==> src/rtl/ser_pkg.sv <==
`default_nettype none
// ============================================================================
//  Module      : ser_pkg
//  Description : Shared types and helpers for the bit serializer: FSM state
//                encoding and the bit-counter width calculation.
//  Revision    : 1.0  initial release
// ============================================================================
package ser_pkg;

  // S_PARITY is reachable only when SER_PARITY_EN is defined
  typedef enum logic [1:0] {
    S_IDLE   = 2'd0,
    S_SHIFT  = 2'd1,
    S_PARITY = 2'd2
  } ser_state_t;

  // Counter must be able to hold WIDTH (the parity-cycle index)
  function automatic int calc_cnt_w(input int width);
    return $clog2(width + 1);
  endfunction

endpackage
`default_nettype wire

==> src/rtl/bit_serializer.sv <==
`default_nettype none
// ============================================================================
//  Module      : bit_serializer
//  Description : Parallel-to-serial stage. Accepts a WIDTH-bit word over a
//                valid/ready handshake and emits it MSB-first, one bit per
//                clk, with registered ser_out / ser_valid / last. Back-to-back
//                words run with no idle gap. The idle line value is 0.
//                Optional macro SER_PARITY_EN appends one even-parity bit
//                after the LSB; last then marks the parity cycle.
//  Revision    : 1.0  initial release
// ============================================================================
module bit_serializer
  import ser_pkg::*;
#(
  parameter int WIDTH = 10
) (
  input  logic             clk,
  input  logic             clear_n,
  input  logic             load_valid,
  input  logic [WIDTH-1:0] load_data,
  output logic             load_ready,
  output logic             ser_out,
  output logic             ser_valid,
  output logic             last,
  output logic             busy
);

  localparam int CNT_W = calc_cnt_w(WIDTH);
  localparam logic [CNT_W-1:0] c_last_idx = CNT_W'(WIDTH - 1);
`ifdef SER_PARITY_EN
  localparam logic [CNT_W-1:0] c_par_idx  = CNT_W'(WIDTH);
`else
  localparam logic [CNT_W-1:0] c_pen_idx  = CNT_W'(WIDTH - 2);
`endif

  // The state names the bit currently on ser_out; r_cnt is that bit's index.
  ser_state_t       r_state, w_state_nxt;
  logic [WIDTH-1:0] r_shift, w_shift_nxt;
  logic [CNT_W-1:0] r_cnt,   w_cnt_nxt;
  logic             r_ser_out,   w_ser_out_nxt;
  logic             r_ser_valid, w_ser_valid_nxt;
  logic             r_last,      w_last_nxt;
  logic             r_par,       w_par_nxt;
  logic             w_final;
  logic             w_accept;

`ifdef SER_PARITY_EN
  assign w_final = (r_state == S_PARITY);
`else
  assign w_final = (r_state == S_SHIFT) && (r_cnt == c_last_idx);
`endif

  // Ready is gated by clear_n so nothing is taken while reset is held
  assign load_ready = clear_n && ((r_state == S_IDLE) || w_final);
  assign w_accept   = load_valid && load_ready;

  assign ser_out   = r_ser_out;
  assign ser_valid = r_ser_valid;
  assign last      = r_last;
  assign busy      = (r_state != S_IDLE);

  // Next-state and next-output decode; idle values are the default exit path
  always_comb begin
    w_state_nxt     = r_state;
    w_shift_nxt     = r_shift;
    w_cnt_nxt       = r_cnt;
    w_ser_out_nxt   = r_ser_out;
    w_ser_valid_nxt = r_ser_valid;
    w_last_nxt      = r_last;
    w_par_nxt       = r_par;

    if (w_accept) begin
      // MSB goes straight to the output register; the rest waits in r_shift
      w_state_nxt     = S_SHIFT;
      w_ser_out_nxt   = load_data[WIDTH-1];
      w_shift_nxt     = {load_data[WIDTH-2:0], 1'b0};
      w_cnt_nxt       = '0;
      w_ser_valid_nxt = 1'b1;
      w_last_nxt      = 1'b0;
      w_par_nxt       = ^load_data;
    end else begin
      case (r_state)
        S_SHIFT: begin
          if (r_cnt == c_last_idx) begin
`ifdef SER_PARITY_EN
            w_state_nxt     = S_PARITY;
            w_ser_out_nxt   = r_par;
            w_cnt_nxt       = c_par_idx;
            w_ser_valid_nxt = 1'b1;
            w_last_nxt      = 1'b1;
`else
            w_state_nxt     = S_IDLE;
            w_shift_nxt     = '0;
            w_cnt_nxt       = '0;
            w_ser_out_nxt   = 1'b0;
            w_ser_valid_nxt = 1'b0;
            w_last_nxt      = 1'b0;
`endif
          end else begin
            w_ser_out_nxt   = r_shift[WIDTH-1];
            w_shift_nxt     = {r_shift[WIDTH-2:0], 1'b0};
            w_cnt_nxt       = r_cnt + CNT_W'(1);
            w_ser_valid_nxt = 1'b1;
`ifdef SER_PARITY_EN
            w_last_nxt      = 1'b0;
`else
            w_last_nxt      = (r_cnt == c_pen_idx);
`endif
          end
        end
        S_PARITY, S_IDLE: begin
          w_state_nxt     = S_IDLE;
          w_shift_nxt     = '0;
          w_cnt_nxt       = '0;
          w_ser_out_nxt   = 1'b0;
          w_ser_valid_nxt = 1'b0;
          w_last_nxt      = 1'b0;
        end
        default: begin
          w_state_nxt     = S_IDLE;
          w_shift_nxt     = '0;
          w_cnt_nxt       = '0;
          w_ser_out_nxt   = 1'b0;
          w_ser_valid_nxt = 1'b0;
          w_last_nxt      = 1'b0;
        end
      endcase
    end
  end

  // FSM state register
  always_ff @(posedge clk or negedge clear_n) begin
    if (!clear_n) begin
      r_state <= S_IDLE;
    end else begin
      r_state <= w_state_nxt;
    end
  end

  // Shift register, bit counter and registered serial outputs
  always_ff @(posedge clk or negedge clear_n) begin
    if (!clear_n) begin
      r_shift     <= '0;
      r_cnt       <= '0;
      r_ser_out   <= 1'b0;
      r_ser_valid <= 1'b0;
      r_last      <= 1'b0;
      r_par       <= 1'b0;
    end else begin
      r_shift     <= w_shift_nxt;
      r_cnt       <= w_cnt_nxt;
      r_ser_out   <= w_ser_out_nxt;
      r_ser_valid <= w_ser_valid_nxt;
      r_last      <= w_last_nxt;
      r_par       <= w_par_nxt;
    end
  end

endmodule
`default_nettype wire

==> config.mk <==
export PLATFORM = sky130hd
export DESIGN_NAME = bit_serializer
export DESIGN_NICKNAME = d
export VERILOG_FILES = /design/src/rtl/ser_pkg.sv /design/src/rtl/bit_serializer.sv
export SDC_FILE = /design/constraint.sdc
export NUM_CORES = 1
export LEC_CHECK = 0
export BUFFER_PORTS_ARGS = -buffer_cell sky130_fd_sc_hd__buf_2
export CAP_MARGIN = 10
export CORE_UTILIZATION = 50
export CTS_BUF_LIST = sky130_fd_sc_hd__clkbuf_4 sky130_fd_sc_hd__clkbuf_8 sky130_fd_sc_hd__clkbuf_16
export CTS_CLUSTER_SIZE = 20
export DETAILED_ROUTE_END_ITERATION = 8
export HOLD_SLACK_MARGIN = 0.03
export PLACE_DENSITY = 0.73
export SETUP_SLACK_MARGIN = 0.2
export SLEW_MARGIN = 0
export SYNTH_ARGS = -nofsm -noshare
export SYNTH_HDL_FRONTEND = slang
export SYNTH_SLANG_ARGS = --single-unit
export TNS_END_PERCENT = 10
==> constraint.sdc <==
create_clock -name clk -period 1.8 [get_ports clk]
set_clock_uncertainty 0.1 [all_clocks]
set_input_delay 0.36 -clock clk [delete_from_list [all_inputs] [get_ports clk]]
set_output_delay 0.36 -clock clk [all_outputs]
set_load 0.01 [all_outputs]
## Yosys cells after proc, flatten, opt, wreduce, memory -nomap -nowiden

Index checks and enable logic that the tools add are counted.

| word-level totals | value |
|---|---|
| register bits | 19 |
| latch bits | 0 |
| bits in writable memories | 0 |
| memory bits (read-only) | 0 |
| input port bits | 13 |
| output and inout port bits | 5 |
| word-level logic and storage cells | 35 |
| memories | 0 |

| cells by class | value |
|---|---|
| add/sub/neg operators | 1 |
| $mul | 0 |
| divide/modulo/power cells | 0 |
| $lt $le $gt $ge | 0 |
| equal/unequal tests | 4 |
| shift-type cells | 0 |
| multiplexer cells | 18 |
| bitwise gates (word level) | 0 |
| reduce and logical (&&, ||, !) cells | 6 |

Operators by type and width:

| operator | number |
|---|---|
| 10-bit 2-to-1 mux | 3 |
| 4-bit 2-to-1 mux | 3 |
| 1-bit 2-to-1 mux | 9 |
| 4-bit == test, second input constant | 2 |
| 2-bit 2-to-1 mux | 3 |
| 4-bit by 1-bit adder with 4-bit output, second input constant | 1 |
| 1-bit logical AND | 3 |
| 3-bit by 2-bit inequality test with 1-bit output, second input constant | 1 |
| 2-bit by 1-bit == test with 1-bit output, second input constant | 1 |
| 2-bit zero test | 1 |
| 2-bit nonzero test | 1 |
| 1-bit logical OR | 1 |

## Longest topological paths before layout

Gate-level depths: netlist (run 1).

| logic depth | value |
|---|---|
| depth in word-level cells | 6 |
| depth in mapped cells | 4 |
| mapped depth without buffers | 3 |

## Worst setup path before layout (run 1)

Ideal clock, no wire load.

| timing | value |
|---|---|
| kind | reg2out |
| start | register r_cnt[2] |
| end | output load_ready |
| data arrival time | 1.074 ns |
| data required time | 1.340 ns |
| path slack | 0.266 ns |
| stages on the path, launching flop included | 5 |
| cell sequence | dfrtp_1 -> nand2b_4 -> o21ai_4 -> buf_6 -> and2_1 |

| on the way | value |
|---|---|
| cells in the longest elaborated chain, start to end | 4 |

RTL lines:

| item | line | text |
|---|---|---|
| from (decl) | bit_serializer.sv:39 | `logic [CNT_W-1:0] r_cnt, w_cnt_nxt;` |
| from (signal assigned) | bit_serializer.sv:151 | `r_cnt <= w_cnt_nxt;` |
| 4-bit == test | bit_serializer.sv:50 | `assign w_final = (r_state == S_SHIFT) && (r_cnt == c_last_idx);` |
| 1-bit logical AND | bit_serializer.sv:50 |  |
| 1-bit logical OR | bit_serializer.sv:54 | `assign load_ready = clear_n && ((r_state == S_IDLE) \|\| w_final);` |
| 1-bit logical AND | bit_serializer.sv:54 |  |
| to (decl) | bit_serializer.sv:21 | `output logic load_ready,` |

No other way between the ends.

## Final worst setup path (run 1)

Ends and elaborated chain as after synthesis.

==> reports/qor.txt, run 1 <==
Leakage = 0.532 nW
First-pass GRT wire length = 2360 um
Hold WC Path Type = primary input to flip-flop
Final std cells w/o fill = 105
Final WL = 1420 um
DRT iter0 DRCs = 1
Critical path class = flip-flop to output port
Setup TNS = 0 ps
Via Count = 549
Share of cells above drive strength 1 = 47.8%
Power density cells = 1400 mW/mm^2
Max stage delay cell, worst path = dfrtp_1
Filler cells = 104
WP data required = 1340 ps
Placed instance count = 94
Routed wl met3 = 56 um
Commonest cells after routing, fill and taps aside = 16 x buf_2, 16 x dfrtp_1, 9 x and3_1, 9 x buf_4, 6 x mux2_4
Clock transition at the registers of the reported paths = 90 ps
Total GRT Usage = 17.8%
Unrepaired setup endpoints after global routing = yes
Reg2reg start = r_cnt[2]$_DFF_PN0_
Peak supply drop = 0.804 mV
Fin nets = 104
Horiz. Die Dim = 41.7 um
Initial antenna violation count = 0
GR Overflow Total = 0
Final instance area = 1000 sq um
IO Port Bufs = 17
Footprint of the multi-input gates = 342 sq um
Net Count, Synth = 74
Crit-path max cell delay = 400 ps
Hold Path Depth = 2
Setup crit start kind = flip-flop
Drt wl/cell = 13.5 um
Met2 routed WL = 685 um
CTS Buf Count = 3
Storage cell area = 427 sq um
Max-cap viol count = 0
Vias in the first global route = 537
Row count = 13
CP max FO = 2
Number of diodes = 0
Starting Density = 56.9%
Clock Latency Late Sink = 280 ps
CP Launch Point = r_cnt[2]$_DFF_PN0_
Status = complete, no violations
CTS root buffer = clkbuf_4
Syn Std Cell Area = 787 sq um
Largest net degree at the start of global routing = 13
Min-Delay Startpoint = load_data[0]
Critical path endpoint category = output port
Min-Delay Endpoint = r_shift[1]$_DFF_PN0_
CP Cell Sequence = nand2b_4, o21ai_4, and2_4, buf_6
Hold Vio Cnt, Final = 0
Synth Register Bits = 17
Pins Over Slew Limit = 0
Met1 wire length = 654 um
Clk buf depth = 2
Synth cell types = 20
Min cycle time layout = 1700 ps
Die Ht = 41.7 um
Core area = 0.00138 sq mm
Placer congestion estimate = 0.807
Register area share after synthesis = 54.1%
Measured slew at the worst slew-check pin = 253 ps
Remaining DRCs = 0
Warnings from Yosys = 0
Io pins = 18
Reg2reg setup slack = 170 ps
Htree depth = 1
Setup Viol. Count Final = 0
CTS tree = yes
Top sig layer = met4
Area growth from synthesis to layout = 27.0%
1st-pass router iterations = 2
Worst reg2reg endpoint = r_shift[2]$_DFF_PN0_
Final period util = 94.3%
Antenna Violating Nets Remaining = 0
Placed instance area = 902 sq um
Die area = 0.00174 sq mm
Via/cell ratio = 5.23
Highest clock rate = 589 MHz
Worst R2R Path Depth = 6
# clock sinks = 17
Slew headroom = 83.0%
Syn Inst Count = 61
Mapped Avg Cell Area = 12.9 sq um
DP HPWL = 869 um
Worst Path Arrival = 1240 ps
cells in the mapped netlist (all sizes together):
cell,instances,area (sq um)
o21ai,4,31.3
mux2,9,124
nand2,4,15.0
and3b,1,8.76
nor3b,1,7.51
and3,9,56.3
a21boi,1,7.51
inv,1,3.75
xnor2,1,8.76
clkbuf,2,7.51
dfrtp,17,425
nand2b,3,33.8
and4,1,8.76
and2,3,18.8
buf,1,11.3
nor2b,3,18.8
worst max-delay path: cells and delay by family, from the launching register on:
family / cells / cell delay [ps]
buf+inv: 1 / 90
flops: 1 / 400
compound gates: 1 / 160
simple gates: 2 / 320
registers in the layout, indices dropped and copies added (netlist names):
name       flops
last           1
r_shift        9
r_cnt          4
r_state        1
ser_valid      1
ser_out        1
routing by layer:
| metal | vias to the layer above | GRT usage, % |
|---|---|---|
| li1 | 269 | - |
| met1 | 260 | 23.9 |
| met2 | 16 | 27.8 |
| met3 | 4 | 5.22 |
| met4 | 0 | 5.81 |
| met5 | - | 0 |
power breakdown:
group / switching (mW) / internal [mW] / leakage [nW]
Clock: 0.106 / 0.101 / 0.0184
Sequential: 0.0810 / 0.508 / 0.218
Combinational: 0.242 / 0.364 / 0.295
cell type report:
| class | count | area share (%) |
|---|---|---|
| inverter | 1 | 0.375 |
| clock buffer | 4 | 3.00 |
| timing repair buffer | 28 | 17.9 |
| multi-input combinational | 40 | 34.2 |
| tap | 15 | 1.88 |
| sequential | 17 | 42.7 |
repair_timing:
action                     CTS  global route
gates resized for setup      1             2
pin swaps                    1             1
hold buffers                 2             0
setup buffers                3             2
hold endpoints to repair     5             0
setup endpoints to repair    1             4
worst max path at each step:
stage	end	cells after the start
6_report	load_ready	4
5_1_grt	load_ready	4
4_1_cts	load_ready	4
3_5_place_dp	r_shift[2]$_DFF_PN0_	4
2_1_floorplan	load_ready	4
3_3_place_gp	r_shift[2]$_DFF_PN0_	4
kinds of logic after synthesis:
| kind of cell | count (synthesis) | synth area share [%] |
|---|---|---|
| AND/OR/NAND/NOR | 25 | 21.3 |
| flip-flops | 17 | 54.1 |
| multiplexers | 9 | 15.7 |
| AO/OA/AOI/OAI | 5 | 4.93 |
| buffers and inverters | 4 | 2.86 |
| XOR/XNOR | 1 | 1.11 |
through the flow:
step	worst slack (ps)	power (mW)	hold slack [ps]	util, %
after floorplan	266	0.972	-35.6	-
after global placement	365	1.08	116	65.2
after detailed placement	346	1.10	123	65.2
after CTS	101	1.37	242	70.6
after global routing	41.6	1.51	245	72.3
final	102	1.40	250	72.3
Power figures use the tool's default switching activity.
==> inputs of run 2 (changes only) <==
- GPL_TIMING_DRIVEN: not set -> 0
==> run 2 against run 1 <==
  * Die area unchanged
  * Sequential cell count unchanged
  * Sequential power about the same
  * Largest power group is now sequential cells
  * The flow now finishes with violations (negative hold slack)
==> reports/qor.txt, run 2 (same netlist as run 1, synthesis figures left out) <==
GR met2 Demand/Resource = 27.8% (unchanged)
Crit-path max cell delay = 390 ps (was 400 ps)
Unrepaired setup endpoints after global routing = yes (unchanged)
Max-cap viol count = 0 (unchanged)
Critical path class = flip-flop to output port (unchanged)
CTS root buffer = clkbuf_4 (unchanged)
Horiz. Die Dim = 41.7 um (unchanged)
Vias in the first global route = 543 (was 537)
Share of cells above drive strength 1 = 46.0% (was 47.8%)
Htree depth = 1 (unchanged)
Via Count = 546 (was 549)
Hold Vio Cnt, Final = 17 (was 0)
Commonest cells after routing, fill and taps aside = 16 x dfrtp_1, 15 x buf_2, 9 x and3_1 (was 16 x buf_2, 16 x dfrtp_1, 9 x and3_1, 9 x buf_4, 6 x mux2_4)
Remaining DRCs = 0 (unchanged)
Placed instance count = 93 (was 94)
Highest clock rate = 562 MHz (was 589 MHz)
Gr busiest metal = met2 (unchanged)
Worst Path Arrival = 1320 ps (was 1240 ps)
CP max FO = 2 (unchanged)
Clock transition at the registers of the reported paths = 100 ps (was 90 ps)
Status = finished with violations (was complete, no violations)
Final WL = 1300 um (was 1420 um)
Core area = 0.00138 sq mm (unchanged)
Number of diodes = 0 (unchanged)
Max stage delay cell, worst path = dfrtp_1 (unchanged)
Measured slew at the worst slew-check pin = 333 ps (was 253 ps)
Commonest non-fill, non-tap cell in the layout = dfrtp_1
Regs by FF count = r_shift: 9 flops, r_cnt: 4 flops (unchanged)
Antenna Violating Nets Remaining = 0 (unchanged)
Met3 usage = 4.78% (was 5.22%)
Critical path endpoint category = output port (unchanged)
Filler cells = 110 (was 104)
Min cycle time layout = 1780 ps (was 1700 ps)
Via/cell ratio = 5.35 (was 5.23)
# clock sinks = 17 (unchanged)
First-pass GRT wire length = 2310 um (was 2360 um)
Row count = 13 (unchanged)
Reg2reg start = r_cnt[2]$_DFF_PN0_ (unchanged)
Initial antenna violation count = 0 (unchanged)
Peak supply drop = 1.03 mV (was 0.804 mV)
Pins Over Slew Limit = 0 (unchanged)
Met1 GRT Util = 22.2% (was 23.9%)
Final period util = 98.9% (was 94.3%)
WP data required = 1340 ps (about the same)
GR Overflow Total = 0 (unchanged)
Io pins = 18 (unchanged)
Power, Total = 1.38 mW (was 1.40 mW)
Total GRT Usage = 17.4% (was 17.8%)
Util after Layout = 70.0% (was 72.3%)
DRT iter0 DRCs = 9 (was 1)
1st-pass router iterations = 4 (was 2)
Fin nets = 101 (was 104)
Placer congestion estimate = 0.813 (was 0.807)
CTS tree = yes (unchanged)
Slew headroom = 77.8% (was 83.0%)
CP Launch Point = r_cnt[2]$_DFF_PN0_ (unchanged)
Most frequent CP cell = buf_6
CP Cell Sequence = nand2b_4, o21ai_4, buf_6, and2_4, buf_6 (was nand2b_4, o21ai_4, and2_4, buf_6)
Die area = 0.00174 sq mm (unchanged)
Setup Viol. Count Final = 0 (unchanged)
Clk buf depth = 2 (unchanged)
Area growth from synthesis to layout = 23.1% (was 27.0%)
Starting Density = 56.9% (unchanged)
Bufs and invs on worst path = 2 (was 1)
Reg with most FFs = r_shift (unchanged)
Clock Latency Late Sink = 280 ps (about the same)
CTS Buf Count = 3 (unchanged)
Final std cells w/o fill = 102 (was 105)
Drt wl/cell = 12.7 um (was 13.5 um)
Leakage = 0.512 nW (was 0.532 nW)
Hold_ws = -180 ps (was 250 ps)
Violated checks = negative hold slack
IO Port Bufs = 17 (unchanged)
Setup TNS = 0 ps (unchanged)
Die Ht = 41.7 um (unchanged)
Setup crit start kind = flip-flop (unchanged)
DP HPWL = 864 um (was 869 um)
Hold WC Path Type = primary input to asynchronous set/reset pin (was primary input to flip-flop)
Largest net degree at the start of global routing = 21 (was 13)
Largest register FFs = 9 (unchanged)
Delay-heaviest family, CP = flip-flops (unchanged)
Power density cells = 1420 mW/mm^2 (was 1400 mW/mm^2)
==> run 2: cell count changes in the layout (fill, tap and decap cells not counted), sizes merged <==
cell	change
clkbuf	+1
buf	-3
clkinv	+1
dlygate4sd3	-2
==> run 2: final timing paths <==
path | cells after the start | end | slack [ps]
min | 1 | r_cnt[1]$_DFF_PN0_ | -180
max in group asynchronous | 1 | r_cnt[0]$_DFF_PN0_ | 1570
min reg2reg | 1 | r_shift[2]$_DFF_PN0_ | 360
max reg2reg | 5 | r_shift[8]$_DFF_PN0_ | 290
max | 5 | load_ready | 20
min in group clk | 2 | r_shift[1]$_DFF_PN0_ | 240
==> run 2: where the power goes <==
group | switching [mW] | internal [mW] | total (mW)
Combinational | 0.234 | 0.354 | 0.587
Clock | 0.120 | 0.0825 | 0.202
Sequential | 0.0802 | 0.508 | 0.588
Total | 0.434 | 0.944 | 1.38
==> run 2: stage by stage <==
stage               worst slack, ps  instance area [sq um]  hold WS, ps
floorplan                       266                    787        -35.6
global placement              -12.3                    891          208
detailed placement            -41.3                    891          209
CTS                            4.40                    961         -177
global route                  -34.2                    968         -184
finish                         19.8                    968         -180
==> run 2: routing by layer <==
| metal | vias up | wire length [um] |
|---|---|---|
| li1 | 261 | - |
| met2 | 16 | 621 |
| met1 | 267 | 614 |
| met4 | 0 | 5 |
| met3 | 2 | 55 |
| met5 | - | 0 |
==> run 2: what timing repair did <==
action,in CTS,in global routing
endpoints found under the hold margin,17,17
buffers inserted,4,1
setup endpoints to repair,1,1
gates cloned,0,0
pin swaps,1,1
gates resized for setup,4,0
==> run 2: area by class of cell <==
| class | count | area, sq um | area share (%) |
|---|---|---|---|
| repair buffers | 22 | 131 | 13.6 |
| clock buffers | 3 | 22.5 | 2.33 |
| inverters | 1 | 3.75 | 0.388 |
| flip-flops and latches | 17 | 427 | 44.1 |
| clock inverters | 1 | 5.00 | 0.517 |
| multi-input cells | 40 | 342 | 35.3 |
| plain buffers | 3 | 18.8 | 1.94 |
| well taps | 15 | 18.8 | 1.94 |
